[src/rtl/rmul_pkg.sv]
// Shared definitions for the recursive 2x2-leaf multiplier: accuracy modes,
// quadrant indices and the exact/approximate leaf product.
package rmul_pkg;

  localparam logic [1:0] MODE_EXACT = 2'b00;
  localparam logic [1:0] MODE_LL    = 2'b01;
  localparam logic [1:0] MODE_LOW3  = 2'b10;
  localparam logic [1:0] MODE_ALL   = 2'b11;

  localparam int Q_LL  = 0;
  localparam int Q_LH  = 1;
  localparam int Q_HL  = 2;
  localparam int Q_HH  = 3;
  localparam int NUM_Q = 4;

  function automatic logic [3:0] leaf_mul(
    input logic [1:0] a2,
    input logic [1:0] b2,
    input logic       approx
  );
    logic pp0, pp1, pp2, pp3, c1, c1_kept;
    pp0 = a2[0] & b2[0];
    pp1 = a2[1] & b2[0];
    pp2 = a2[0] & b2[1];
    pp3 = a2[1] & b2[1];
    c1  = pp1 & pp2;
    // Only 3*3 produces the middle carry; the approximate leaf drops it and sets bit 1 instead (9 -> 7).
    c1_kept = c1 & ~approx;
    return {pp3 & c1_kept, pp3 ^ c1_kept, (pp1 ^ pp2) | (c1 & approx), pp0};
  endfunction

  function automatic logic quad_approx(input logic [1:0] mode, input int q);
    logic sel;
    case (mode)
      MODE_EXACT: sel = 1'b0;
      MODE_LL:    sel = (q == Q_LL);
      MODE_LOW3:  sel = (q != Q_HH);
      MODE_ALL:   sel = 1'b1;
      default:    sel = 1'b1;
    endcase
    return sel;
  endfunction

endpackage

[src/rtl/rmul_leaf2x2.sv]
// 2x2 unsigned leaf multiplier; approximate variant maps 3*3 to 7.
module rmul_leaf2x2
  import rmul_pkg::*;
(
  input  logic [1:0] a,
  input  logic [1:0] b,
  input  logic       approx,
  output logic [3:0] p
);

  assign p = leaf_mul(a, b, approx);

endmodule

[src/rtl/rmul_pipe_approx.sv]
// Three-stage pipelined unsigned multiplier built from 2x2 leaves, with a
// per-transaction accuracy mode selecting which quadrants use approximate leaves.
module rmul_pipe_approx
  import rmul_pkg::*;
#(
  parameter int W     = 8,
  parameter int CNT_W = 32
) (
  input  logic             clk,
  input  logic             rst_n,
  input  logic             in_valid,
  output logic             in_ready,
  input  logic [W-1:0]     in_a,
  input  logic [W-1:0]     in_b,
  input  logic [1:0]       in_mode,
  output logic             out_valid,
  input  logic             out_ready,
  output logic [2*W-1:0]   out_p,
  output logic [1:0]       out_mode,
  output logic [CNT_W-1:0] done_cnt
);

  localparam int H  = W / 2;
  localparam int D  = (H + 1) / 2;   // 2-bit digits per half, odd halves zero-padded
  localparam int HP = 2 * D;
  localparam int PW = 2 * W;

  logic en;
  assign en       = !out_valid || out_ready;
  assign in_ready = en;

  logic [HP-1:0]      qa [NUM_Q];
  logic [HP-1:0]      qb [NUM_Q];
  logic [NUM_Q-1:0]   quad_sel;
  logic [3:0]         leaf_p [NUM_Q][D][D];

  always_comb begin
    qa[Q_LL] = HP'(in_a[H-1:0]);
    qb[Q_LL] = HP'(in_b[H-1:0]);
    qa[Q_LH] = HP'(in_a[W-1:H]);
    qb[Q_LH] = HP'(in_b[H-1:0]);
    qa[Q_HL] = HP'(in_a[H-1:0]);
    qb[Q_HL] = HP'(in_b[W-1:H]);
    qa[Q_HH] = HP'(in_a[W-1:H]);
    qb[Q_HH] = HP'(in_b[W-1:H]);
  end

  for (genvar gi = 0; gi < NUM_Q; gi++) begin : g_quad
    assign quad_sel[gi] = quad_approx(in_mode, gi);
    for (genvar gj = 0; gj < D; gj++) begin : g_adig
      for (genvar gk = 0; gk < D; gk++) begin : g_bdig
        rmul_leaf2x2 u_leaf (
          .a      (qa[gi][2*gj +: 2]),
          .b      (qb[gi][2*gk +: 2]),
          .approx (quad_sel[gi]),
          .p      (leaf_p[gi][gj][gk])
        );
      end
    end
  end

  logic             s1_valid_reg;
  logic [1:0]       s1_mode_reg;
  logic [3:0]       s1_leaf_reg [NUM_Q][D][D];
  logic             s2_valid_reg;
  logic [1:0]       s2_mode_reg;
  logic [W-1:0]     s2_quad_reg [NUM_Q];
  logic [W-1:0]     quad_sum [NUM_Q];
  logic [PW-1:0]    prod_next;

  // Sums wrap modulo 2^W; the true quadrant product always fits, so the result is exact.
  always_comb begin
    for (int q = 0; q < NUM_Q; q++) begin
      quad_sum[q] = '0;
      for (int i = 0; i < D; i++) begin
        for (int j = 0; j < D; j++) begin
          quad_sum[q] = quad_sum[q] + (W'(s1_leaf_reg[q][i][j]) << (2 * (i + j)));
        end
      end
    end
  end

  assign prod_next = (PW'(s2_quad_reg[Q_HH]) << W)
                   + ((PW'(s2_quad_reg[Q_LH]) + PW'(s2_quad_reg[Q_HL])) << H)
                   + PW'(s2_quad_reg[Q_LL]);

  always_ff @(posedge clk or negedge rst_n) begin
    if (!rst_n) begin
      s1_valid_reg <= 1'b0;
      s2_valid_reg <= 1'b0;
      out_valid    <= 1'b0;
      out_p        <= '0;
      out_mode     <= '0;
      done_cnt     <= '0;
    end else begin
      if (en) begin
        s1_valid_reg <= in_valid;
        s2_valid_reg <= s1_valid_reg;
        out_valid    <= s2_valid_reg;
        if (s2_valid_reg) begin
          out_p    <= prod_next;
          out_mode <= s2_mode_reg;
        end
      end
      if (out_valid && out_ready) begin
        done_cnt <= done_cnt + CNT_W'(1);
      end
    end
  end

  // Intermediate data only matters alongside its valid bit, so it needs no reset.
  always_ff @(posedge clk) begin
    if (en) begin
      s1_mode_reg <= in_mode;
      s1_leaf_reg <= leaf_p;
      s2_mode_reg <= s1_mode_reg;
      s2_quad_reg <= quad_sum;
    end
  end

endmodule

[config.mk]
export PLATFORM = sky130hd
export DESIGN_NAME = rmul_pipe_approx
export DESIGN_NICKNAME = d
export VERILOG_FILES = /design/src/rtl/rmul_pkg.sv /design/src/rtl/rmul_leaf2x2.sv /design/src/rtl/rmul_pipe_approx.sv
export SDC_FILE = /design/constraint.sdc
export NUM_CORES = 1
export LEC_CHECK = 0
export ABC_AREA = 1
export CAP_MARGIN = 20
export CORE_MARGIN = 10
export CORE_UTILIZATION = 54
export DETAILED_ROUTE_END_ITERATION = 10
export GPL_TIMING_DRIVEN = 0
export PLACE_DENSITY = 0.75
export SYNTH_ARGS = -nofsm -noshare
export SYNTH_HDL_FRONTEND = slang
export SYNTH_HIERARCHICAL = 1
export SYNTH_SLANG_ARGS = --single-unit
export TNS_END_PERCENT = 30
[constraint.sdc]
create_clock -name clk -period 3.9 [get_ports clk]
set_input_delay 0.585 -clock clk [delete_from_list [all_inputs] [get_ports clk]]
set_output_delay 0.585 -clock clk [all_outputs]
set_load 0.01 [all_outputs]
==> results of run 1 <==
[cells by family after synthesis]
kind of cell | Yosys count
flip-flops | 153
buffers and inverters | 192
adder cells (fa/ha/maj) | 90
AND/OR/NAND/NOR | 438
AO/OA/AOI/OAI | 32
XOR/XNOR | 43
[how the worst max path moves through the flow]
stage                           to  slack, ns  depth (start not counted)
after detailed placement  in_ready       0.61                          5
after global placement    in_ready      -1.65                          4
final                     in_ready       0.62                          5
after CTS                 in_ready       0.59                          5
after global routing      in_ready       0.47                          5
after floorplan           in_ready       0.62                          2
[critical path, stage by stage]
cell and delay (ns):
clkdlybuf4s50_1 0.53, nor2_1 0.13, inv_4 0.44, buf_16 0.33, clkdlybuf4s50_1 0.60
[layout make-up]
| class | count | share of cell area |
|---|---|---|
| plain buffers | 5 | 0.00214 |
| clock buffers | 17 | 0.0405 |
| inverters | 187 | 0.0671 |
| clock inverters | 15 | 0.0188 |
| flip-flops and latches | 153 | 0.412 |
| well taps | 216 | 0.0257 |
| repair buffers | 75 | 0.0736 |
| multi-input cells | 603 | 0.360 |
[power groups by stage]
stage / registers (W) / clock network, W / logic [W]
5_1_grt: 0.00264 / 0.00183 / 0.00404
3_5_place_dp: 0.00262 / 0 / 0.00347
2_1_floorplan: 0.00262 / 0 / 0.00242
6_report: 0.00258 / 0.00173 / 0.00349
3_3_place_gp: 0.00262 / 0 / 0.00336
4_1_cts: 0.00259 / 0.00175 / 0.00353
[Yosys cell counts]
cell type  count
fa_1          22
a211oi_1       1
nor2_8         2
a31oi_1        1
dfrtp_1       53
nor2_4         5
xnor2_1       19
xor2_2         2
nor3_1         4
o21ai_0        6
nand2_4        4
buf_2          3
or2_2          1
edfxtp_1     100
o21ai_1        8
nand2_2        1
inv_1        183
nand2_1      299
nand3_1       33
ha_1          68
nand3_4        1
nor2_1        49
a21oi_1       14
nand3b_1       5
o211ai_1       2
nand4_1        7
xor2_1        22
nand3_2        2
inv_2          4
nor2_2        24
clkbuf_1       2
and3_4         1
[per-stage QoR]
stage               setup TNS (ns)  total power (W)
floorplan                        0          0.00504
global placement            -59.45          0.00598
detailed placement               0          0.00609
CTS                              0          0.00787
global route                     0          0.00851
finish                           0          0.00781
[per-layer routing]
layer	vias up	GRT usage
met5	-	0
met1	2901	0.219
met2	144	0.275
met4	0	0.0709
met3	24	0.0397
li1	3148	-
==> metrics, run 1 <==
DR WL met3 925 microns; fraction of the mapped netlist area in simple logic gates 0.218; Worst R2R Start s2_quad_reg[8]; P&R area growth vs syn 18.9%; Mapped Nets 1060; Clock Power Share 0.222; crit end category primary output; post-CTS setup buffers 0; WP data required 3.31 ns; Area after DPL 9880 sq um; Die Y 148 microns; Finished Cell Area 10500 sq um; most common cell after layout, fill and taps aside nand2_1; Die ar. 21900 sq um; initial core utilization 0.554; switching share of power 0.385; Pre-antenna DRT Iters 5; DRC 0; commonest non-fill, non-tap cells in the layout nand2_1 (299), inv_1 (182), edfxtp_1 (100); Syn Std Cell Area 8830 sq um; first-pass GRT wire length 30300 microns; Hold WS 0.0547 ns; Min-Delay Path Class input pin to async pin; Synth area leaders edfxtp_1 (34%), dfrtp_1 (15%), nand2_1 (13%); CORE AREA 15900 sq um; CP max FO 58; I/O pins 74; # clock sinks 153; max FFs per register 64; post-cts sizing count 0; Post-Syn Instances 948; Num CTS Buffers 17; maximum VDD drop 440 uV; Final Max Tran Viols 0; Routed WL 17600 microns; leading area contributor after synthesis edfxtp_1; Synth Area in XOR/XNOR 0.0443; post-synthesis sequential area ratio 0.490; Cell Pwr Density 744 nW/um^2; # setup viols final 0; # nets final 1154; wire per inst 13.9 microns; Warnings, synthesis 6; largest family of logic cells by synthesized area simple AND/OR/NAND/NOR gates; register area 4330 sq um; CTS Hold Bufs 0; #FFs+latches synth 153; clock skew 0.0104 ns; vias per cell 4.89; P_leak 5.26 nW; crit path kind input pin to primary output; Max Cap Viol 0; Final Cycle Share 0.841; setup ws final 0.620 ns; Pint 0.00480 W; total track usage 0.171; GPL Wtd Cong 0.898; remaining global-route overflow 0; final hold violation count 0; Gate power share 0.447; routed wl met2 8380 microns; layout cells sized above 1 0.0806; register-to-register setup slack 1.11 ns; Slew HR 0.336; # diodes 0; Slew @ Worst Pin 0.997 ns; Yosys cell types 32; vias in the first global route 6291; CTS root buffer clkbuf_16; vias 6217; DRT met1 WL 7980 microns; adder-cell share of the synthesized area 0.146; highest metal used met4; crit path launch type input pin; Max clock buf depth 2; largest net degree at the start of global routing 59; Core Util, Final 0.659; status finished, final reports clean; number of H-tree levels 4; Worst Setup SP out_ready; area of the multi-input gates 3780 sq um; initial antenna violation count 0; final std cells w/o fill 1271; multiplexer area fraction after synthesis 0; R2R Path End out_p[13]; fill count 1292; HPWL after DPL 13200 microns; CTS clk-pin slew, worst paths 0.06 ns; Worst EP arrival 2.70 ns; pre-CTS setup slack 0.609 ns; placed cells 1239; Net Sw Power 0.00301 W; RSZ-0062 raised after global routing no; row count 46; DIE WIDTH 148 microns; Tmin final 3.28 ns; CTS tree yes; sequential share of power 0.331; IO buf count 73; Max Fclk 305 MHz; initial drt markers 336; mean post-synth cell area 9.32 sq um; reg2reg path depth 15; Skew-Pair Late Insertion Delay 0.43 ns; post-route ant nets 0; Compound-Gate Fraction of Synth Area 0.0191; share of the synthesized area in the top cell type 0.340
(Power assumes the default switching activity.)
==> inputs of run 2 (changes only) <==
Settings changed: CORE_UTILIZATION 54 to 53, PLACE_DENSITY 0.75 to 0.77.
Clock period 3.9 ns to 2.7 ns, I/O delays scaled along.
==> run 2 against run 1 <==
Wire length fell by 0.53%; worst hold slack gained 0.36 ns; combinational power increased by 61%; sequential cell count unchanged; global-route usage decreased by 0.55 points; sequential power increased by 45%; highest routed layer unchanged; via count up 1.2%; design area increased by 0.69%; clock skew fell by 0.0017 ns; power up 48%; critical path depth grew 13; register-to-register slack worse by 0.97 ns.
==> metrics, run 2 (synthesis gave the netlist of run 1 again) <==
fill count 1320 (was 1292); Routed WL 17500 microns (was 17600 microns); Max Cap Viol 0 (unchanged); area of the multi-input gates 3900 sq um (was 3780 sq um); I/O pins 74 (unchanged); most common cell after layout, fill and taps aside nand2_1 (unchanged); Pre-antenna DRT Iters 5 (unchanged); Cell Pwr Density 1090 nW/um^2 (was 744 nW/um^2); # nets final 1159 (was 1154); Clock Power Share 0.186 (was 0.222); crit end category flip-flop (was primary output); cell mode on critical path nand2_1 (was clkdlybuf4s50_1); Worst R2R Start s2_quad_reg[16] (was s2_quad_reg[8]); CTS clk-pin slew, worst paths 0.06 ns (about the same); Levels on crit path 18 (was 5); delay of the slowest critical-path stage 0.39 ns (was 0.60 ns); clock skew 0.00872 ns (was 0.0104 ns); wire per inst 13.7 microns (was 13.9 microns); reg2reg path depth 18 (was 15); Final Cycle Share 0.947; Max Fclk 391 MHz; register-to-register setup slack 0.14 ns (was 1.11 ns); Skew-Pair Late Insertion Delay 0.42 ns (was 0.43 ns); number of H-tree levels 4 (unchanged); CTS root buffer clkbuf_16 (unchanged); row count 47 (was 46); P_leak 5.25 nW (was 5.26 nW); Max clock buf depth 2 (unchanged); Worst Setup SP s2_quad_reg[16] (was out_ready); CTS tree yes (unchanged); layout cells sized above 1 0.0981 (was 0.0806); Pint 0.00695 W (was 0.00480 W); final hold violation count 0 (unchanged); sequential share of power 0.326 (was 0.331); DIE WIDTH 149 microns (was 148 microns); P&R area growth vs syn 19.7% (was 18.9%); # setup viols final 0 (unchanged); maximum VDD drop 732 uV (was 440 uV); Slew HR 0.360 (was 0.336); crit path kind flip-flop to flip-flop (was input pin to primary output); remaining global-route overflow 0 (unchanged); Slew @ Worst Pin 0.959 ns (was 0.997 ns); CP endpoint out_p[11] (was in_ready); register area 4330 sq um (unchanged); Die Y 149 microns (was 148 microns); setup ws final 0.142 ns (was 0.620 ns); IO buf count 73 (unchanged); Worst EP arrival 2.87 ns (was 2.70 ns); Net Sw Power 0.00457 W (was 0.00301 W); max FFs per register 64 (unchanged); commonest non-fill, non-tap cells in the layout nand2_1 (295), inv_1 (181), edfxtp_1 (100) (was nand2_1 (299), inv_1 (182), edfxtp_1 (100)); post-route ant nets 0 (unchanged); Final Max Tran Viols 0 (unchanged); vias in the first global route 6348 (was 6291); Crit path buffers/inverters 5 (was 4); vias per cell 4.91 (was 4.89); pre-CTS setup slack -0.270 ns (was 0.609 ns); vias 6289 (was 6217); initial antenna violation count 0 (unchanged); GPL Wtd Cong 0.859 (was 0.898); post-route setup TNS 0 ns (unchanged); initial core utilization 0.536 (was 0.554); CP max FO 4 (was 58); DRC 0 (unchanged); status finished, final reports clean (unchanged); Num CTS Buffers 17 (unchanged); HPWL after DPL 13400 microns (was 13200 microns); initial drt markers 311 (was 336); # clock sinks 153 (unchanged); CORE AREA 16500 sq um (was 15900 sq um); total track usage 0.166 (was 0.171); # diodes 0 (unchanged); crit path launch type flip-flop (was input pin); CP max-delay cell edfxtp_1 (was clkdlybuf4s50_1); Core Util, Final 0.642 (was 0.659); critical-path cell list ha_4 > inv_1 > fa_2 > inv_2 > nand4_1 > o211ai_1 > xnor2_1 > inv_1 > ha_4 > nand2_1 > nand2_2 > inv_1 > nand2_1 > inv_1 > nand2_1 > xor2_1 > nand2_1 > nand2_1 (was clkdlybuf4s50_1 > nor2_1 > inv_4 > buf_16 > clkdlybuf4s50_1); R2R Path End out_p[11] (was out_p[13]); Tmin final 2.56 ns; Min-Delay Path Class input pin to async pin (unchanged); family with the most delay on the worst path adder cells (was buffers and inverters); first-pass GRT wire length 29500 microns (was 30300 microns); Die ar. 22200 sq um (was 21900 sq um); WP data required 3.01 ns (was 3.31 ns); switching share of power 0.397 (was 0.385); largest net degree at the start of global routing 43 (was 59); Gate power share 0.488 (was 0.447)
-- run 2: changes by cell type in the layout (fill, tap and decap cells not counted), sizes merged --
cell         change
clkinv           +5
clkbuf           +5
clkinvlp         -3
bufinv           -3
inv              -3
dlygate4sd3      +1
buf              +3
-- run 2: worst reg2reg max path, stage by stage, from the launching register on --
cell      delay [ns]
edfxtp_1        0.39
ha_4            0.16
inv_1           0.05
fa_2            0.36
inv_2           0.08
nand4_1         0.08
o211ai_1        0.16
xnor2_1         0.17
inv_1           0.12
ha_4            0.28
nand2_1         0.07
nand2_2         0.07
inv_1           0.06
nand2_1         0.06
inv_1           0.05
nand2_1         0.05
xor2_1          0.15
nand2_1         0.07
nand2_1         0.05
-- run 2: power groups by stage --
stage | combinational [W] | clock (W) | sequential (W)
final | 0.00562 | 0.00215 | 0.00375
after global routing | 0.00631 | 0.00228 | 0.00382
after CTS | 0.00519 | 0.00217 | 0.00374
after detailed placement | 0.00505 | 0 | 0.00378
after global placement | 0.00485 | 0 | 0.00377
after floorplan | 0.00350 | 0 | 0.00378
-- run 2: per-layer routing --
| layer | part of all wire | vias up | track usage |
|---|---|---|---|
| met1 | 0.44 | 2945 | 0.204 |
| met2 | 0.49 | 158 | 0.278 |
| met3 | 0.054 | 31 | 0.0388 |
| met5 | 0 | - | 0 |
| met4 | 0.019 | 0 | 0.0623 |
| li1 | - | 3155 | - |
-- run 2: timing repair --
action                                  4_1_cts  5_1_grt
endpoints found under the hold margin        13        0
setup buffers                                 1        1
cloned                                        1        0
hold buffers                                  1        0
pin swaps                                     0        7
resized for setup                             2       21
endpoints found under the setup margin        5        6
-- run 2: how the worst min path moves through the flow --
stage | endpoint | slack (ns) | cells after the start
after floorplan | done_cnt[0] | 0.11 | 0
after global placement | s2_quad_reg[0] | 0.40 | 0
after detailed placement | out_p[15] | 0.33 | 1
after CTS | s2_quad_reg[1] | 0.42 | 0
after global routing | s2_mode_reg[0] | 0.43 | 0
final | out_p[10] | 0.42 | 2
-- run 2: through the flow --
stage / cell area [sq um] / std cells / hold slack [ns] / power [W]
6_report: 10600 / 1280 / 0.419 / 0.0115
5_1_grt: 10600 / 1280 / 0.427 / 0.0124
4_1_cts: 10500 / 1279 / 0.418 / 0.0111
3_5_place_dp: 9900 / 1244 / 0.332 / 0.00882
3_3_place_gp: 9840 / 1241 / 0.400 / 0.00862
2_1_floorplan: 8840 / 948 / 0.109 / 0.00728
-- run 2: final cells by class --
class | instances | area share
clock buffers | 22 | 0.0420
inverters | 187 | 0.0667
clock inverters | 10 | 0.00757
flip-flops and latches | 153 | 0.409
well taps | 220 | 0.0260
repair buffers | 79 | 0.0767
repair inverters | 1 | 0.000473
plain buffers | 5 | 0.00213
multi-input cells | 603 | 0.369
==> inputs of run 3 (changes only) <==
Settings changed: CAP_MARGIN 20 to 10, CORE_ASPECT_RATIO from default to 1.5, CORE_MARGIN 10 to default.
==> run 3 against run 2 <==
Non-clock buffer count is 2 lower; clock power is 7% higher; largest power group unchanged; critical path depth is 13 lower; power is 0.18% higher; wire length hardly changed; die area is 23% lower; cell count is 1.3% lower; critical path type is now input pin to primary output; first-iteration DRC count is 0.64% lower; via count is 0.87% lower.
==> metrics, run 3 (synthesis gave the netlist of run 1 again) <==
CORE AREA 16300 sq um (was 16500 sq um); P_leak 5.26 nW (was 5.25 nW); maximum VDD drop 530 uV (was 732 uV); DRC 0 (unchanged); clock skew 0.00935 ns (was 0.00872 ns); GPL Wtd Cong 0.906 (was 0.859); max FFs per register 64 (unchanged); CP max FO 45 (was 4); crit end category primary output (was flip-flop); crit path launch type input pin (was flip-flop); first-pass GRT wire length 28800 microns (was 29500 microns); Slew @ Worst Pin 0.862 ns (was 0.959 ns); # setup viols final 0 (unchanged); Slew HR 0.426 (was 0.360); Max Fclk 380 MHz (was 391 MHz); Area after DPL 9880 sq um (was 9900 sq um); post-route setup TNS 0 ns (unchanged); Final Cycle Share 0.973 (was 0.947); CTS tree yes (unchanged); vias per cell 4.94 (was 4.91); initial core utilization 0.543 (was 0.536); Worst EP arrival 2.22 ns (was 2.87 ns); Max clock buf depth 2 (unchanged); Die ar. 17200 sq um (was 22200 sq um); RSZ-0062 raised after global routing yes; final hold violation count 0 (unchanged); wire per inst 13.9 microns (was 13.7 microns); most common cell after layout, fill and taps aside nand2_1 (unchanged); Max Cap Viol 0 (unchanged); # diodes 0 (unchanged); largest net degree at the start of global routing 48 (was 43); Die Y 160 microns (was 149 microns); # nets final 1156 (was 1159); initial drt markers 309 (was 311); Min-Delay Path Class flip-flop to flip-flop (was input pin to async pin); number of H-tree levels 4 (unchanged); vias in the first global route 6278 (was 6348); CTS clk-pin slew, worst paths 0.06 ns (about the same); DIE WIDTH 107 microns (was 149 microns); Pre-antenna DRT Iters 5 (unchanged); Num CTS Buffers 17 (unchanged); I/O pins 74 (unchanged); CTS root buffer clkbuf_16 (unchanged); layout cells sized above 1 0.0956 (was 0.0981); total track usage 0.219 (was 0.166); IO buf count 73 (unchanged); Finished Cell Area 10600 sq um (about the same); post-CTS setup buffers 0 (was 1); Final Max Tran Viols 0 (unchanged); remaining global-route overflow 0 (unchanged); Cell Pwr Density 1090 nW/um^2 (about the same); placed cells 1230 (was 1244); fill count 1313 (was 1320); status finished, final reports clean (unchanged); final std cells w/o fill 1263 (was 1280); # clock sinks 153 (unchanged); WP data required 2.30 ns (was 3.01 ns); row count 57 (was 47); Hold WS 0.418 ns (was 0.419 ns); crit path kind input pin to primary output (was flip-flop to flip-flop); Skew-Pair Late Insertion Delay 0.42 ns (about the same); vias 6234 (was 6289); Routed WL 17500 microns (about the same); Tmin final 2.63 ns (was 2.56 ns); P&R area growth vs syn 19.5% (was 19.7%); initial antenna violation count 0 (unchanged); post-route ant nets 0 (unchanged); commonest non-fill, non-tap cells in the layout nand2_1 (297), inv_1 (182), edfxtp_1 (100) (was nand2_1 (295), inv_1 (181), edfxtp_1 (100)); HPWL after DPL 13200 microns (was 13400 microns); Pwr Total 0.0115 W (about the same)
run 3: changes by cell type in the layout (fill, tap and decap cells not counted), moves of 2 or more:
| cell | change |
|---|---|
| nand2_2 | -2 |
| inv_8 | +3 |
| clkinv_2 | -5 |
| clkinv_4 | +3 |
| nand2_1 | +2 |
| inv_6 | +4 |
| a21oi_1 | -2 |
| buf_4 | -2 |
| a21oi_2 | +2 |
| clkbuf_1 | -5 |
run 3: area by class of cell:
class	count	area, sq um	area share
Clock buffer	18	439	0.0416
Sequential cell	153	4330	0.410
Multi-Input combinational cell	603	3870	0.367
Buffer	5	22.5	0.00213
Inverter	187	706	0.0669
Clock inverter	14	133	0.0126
Timing Repair Buffer	77	796	0.0754
Tap cell	206	258	0.0244
run 3: final timing paths:
| path | startpoint | endpoint | cells past startpoint | slack (ns) |
|---|---|---|---|---|
| max | out_ready | in_ready | 5 | 0.07 |
| min | s1_leaf_reg[45] | s2_quad_reg[17] | 0 | 0.42 |
| max reg2reg | s2_quad_reg[10] | out_p[15] | 15 | 0.14 |
| min reg2reg | s1_leaf_reg[45] | s2_quad_reg[17] | 0 | 0.42 |
| max in group asynchronous | rst_n | done_cnt[5] | 3 | 1.68 |
| min in group asynchronous | rst_n | out_mode[0] | 2 | 0.47 |
run 3: worst max-delay path, cell delays in order:
cell	delay, ns
clkdlybuf4s50_1	0.50
nor2_4	0.19
clkinvlp_4	0.31
buf_12	0.29
clkdlybuf4s50_1	0.50
run 3: per-layer routing:
| metal | up-vias | global-route usage | wire [microns] |
|---|---|---|---|
| met5 | - | 0 | 0 |
| met3 | 42 | 0.0376 | 448 |
| met4 | 0 | 0.115 | 733 |
| met1 | 2908 | 0.223 | 6470 |
| li1 | 3137 | - | - |
| met2 | 147 | 0.415 | 9870 |
run 3: stage by stage:
step           utilization  setup slack, ns
2_1_floorplan            -           0.0486
3_3_place_gp         0.604            -1.38
3_5_place_dp         0.608         -0.00681
4_1_cts              0.644           0.0192
5_1_grt              0.649          -0.0244
6_report             0.649           0.0718
run 3: power breakdown:
| group | switching, W | internal (W) |
|---|---|---|
| clock | 0.00105 | 0.00124 |
| combinational | 0.00322 | 0.00229 |
| sequential | 0.000385 | 0.00335 |
| total | 0.00466 | 0.00689 |
run 3: repair_timing:
| item | 4_1_cts | 5_1_grt |
|---|---|---|
| endpoints found under the setup margin | 3 | 6 |
| endpoints found under the hold margin | 17 | 0 |
| resized for setup | 2 | 15 |
| hold buffers | 1 | 0 |
| pin swaps | 0 | 2 |
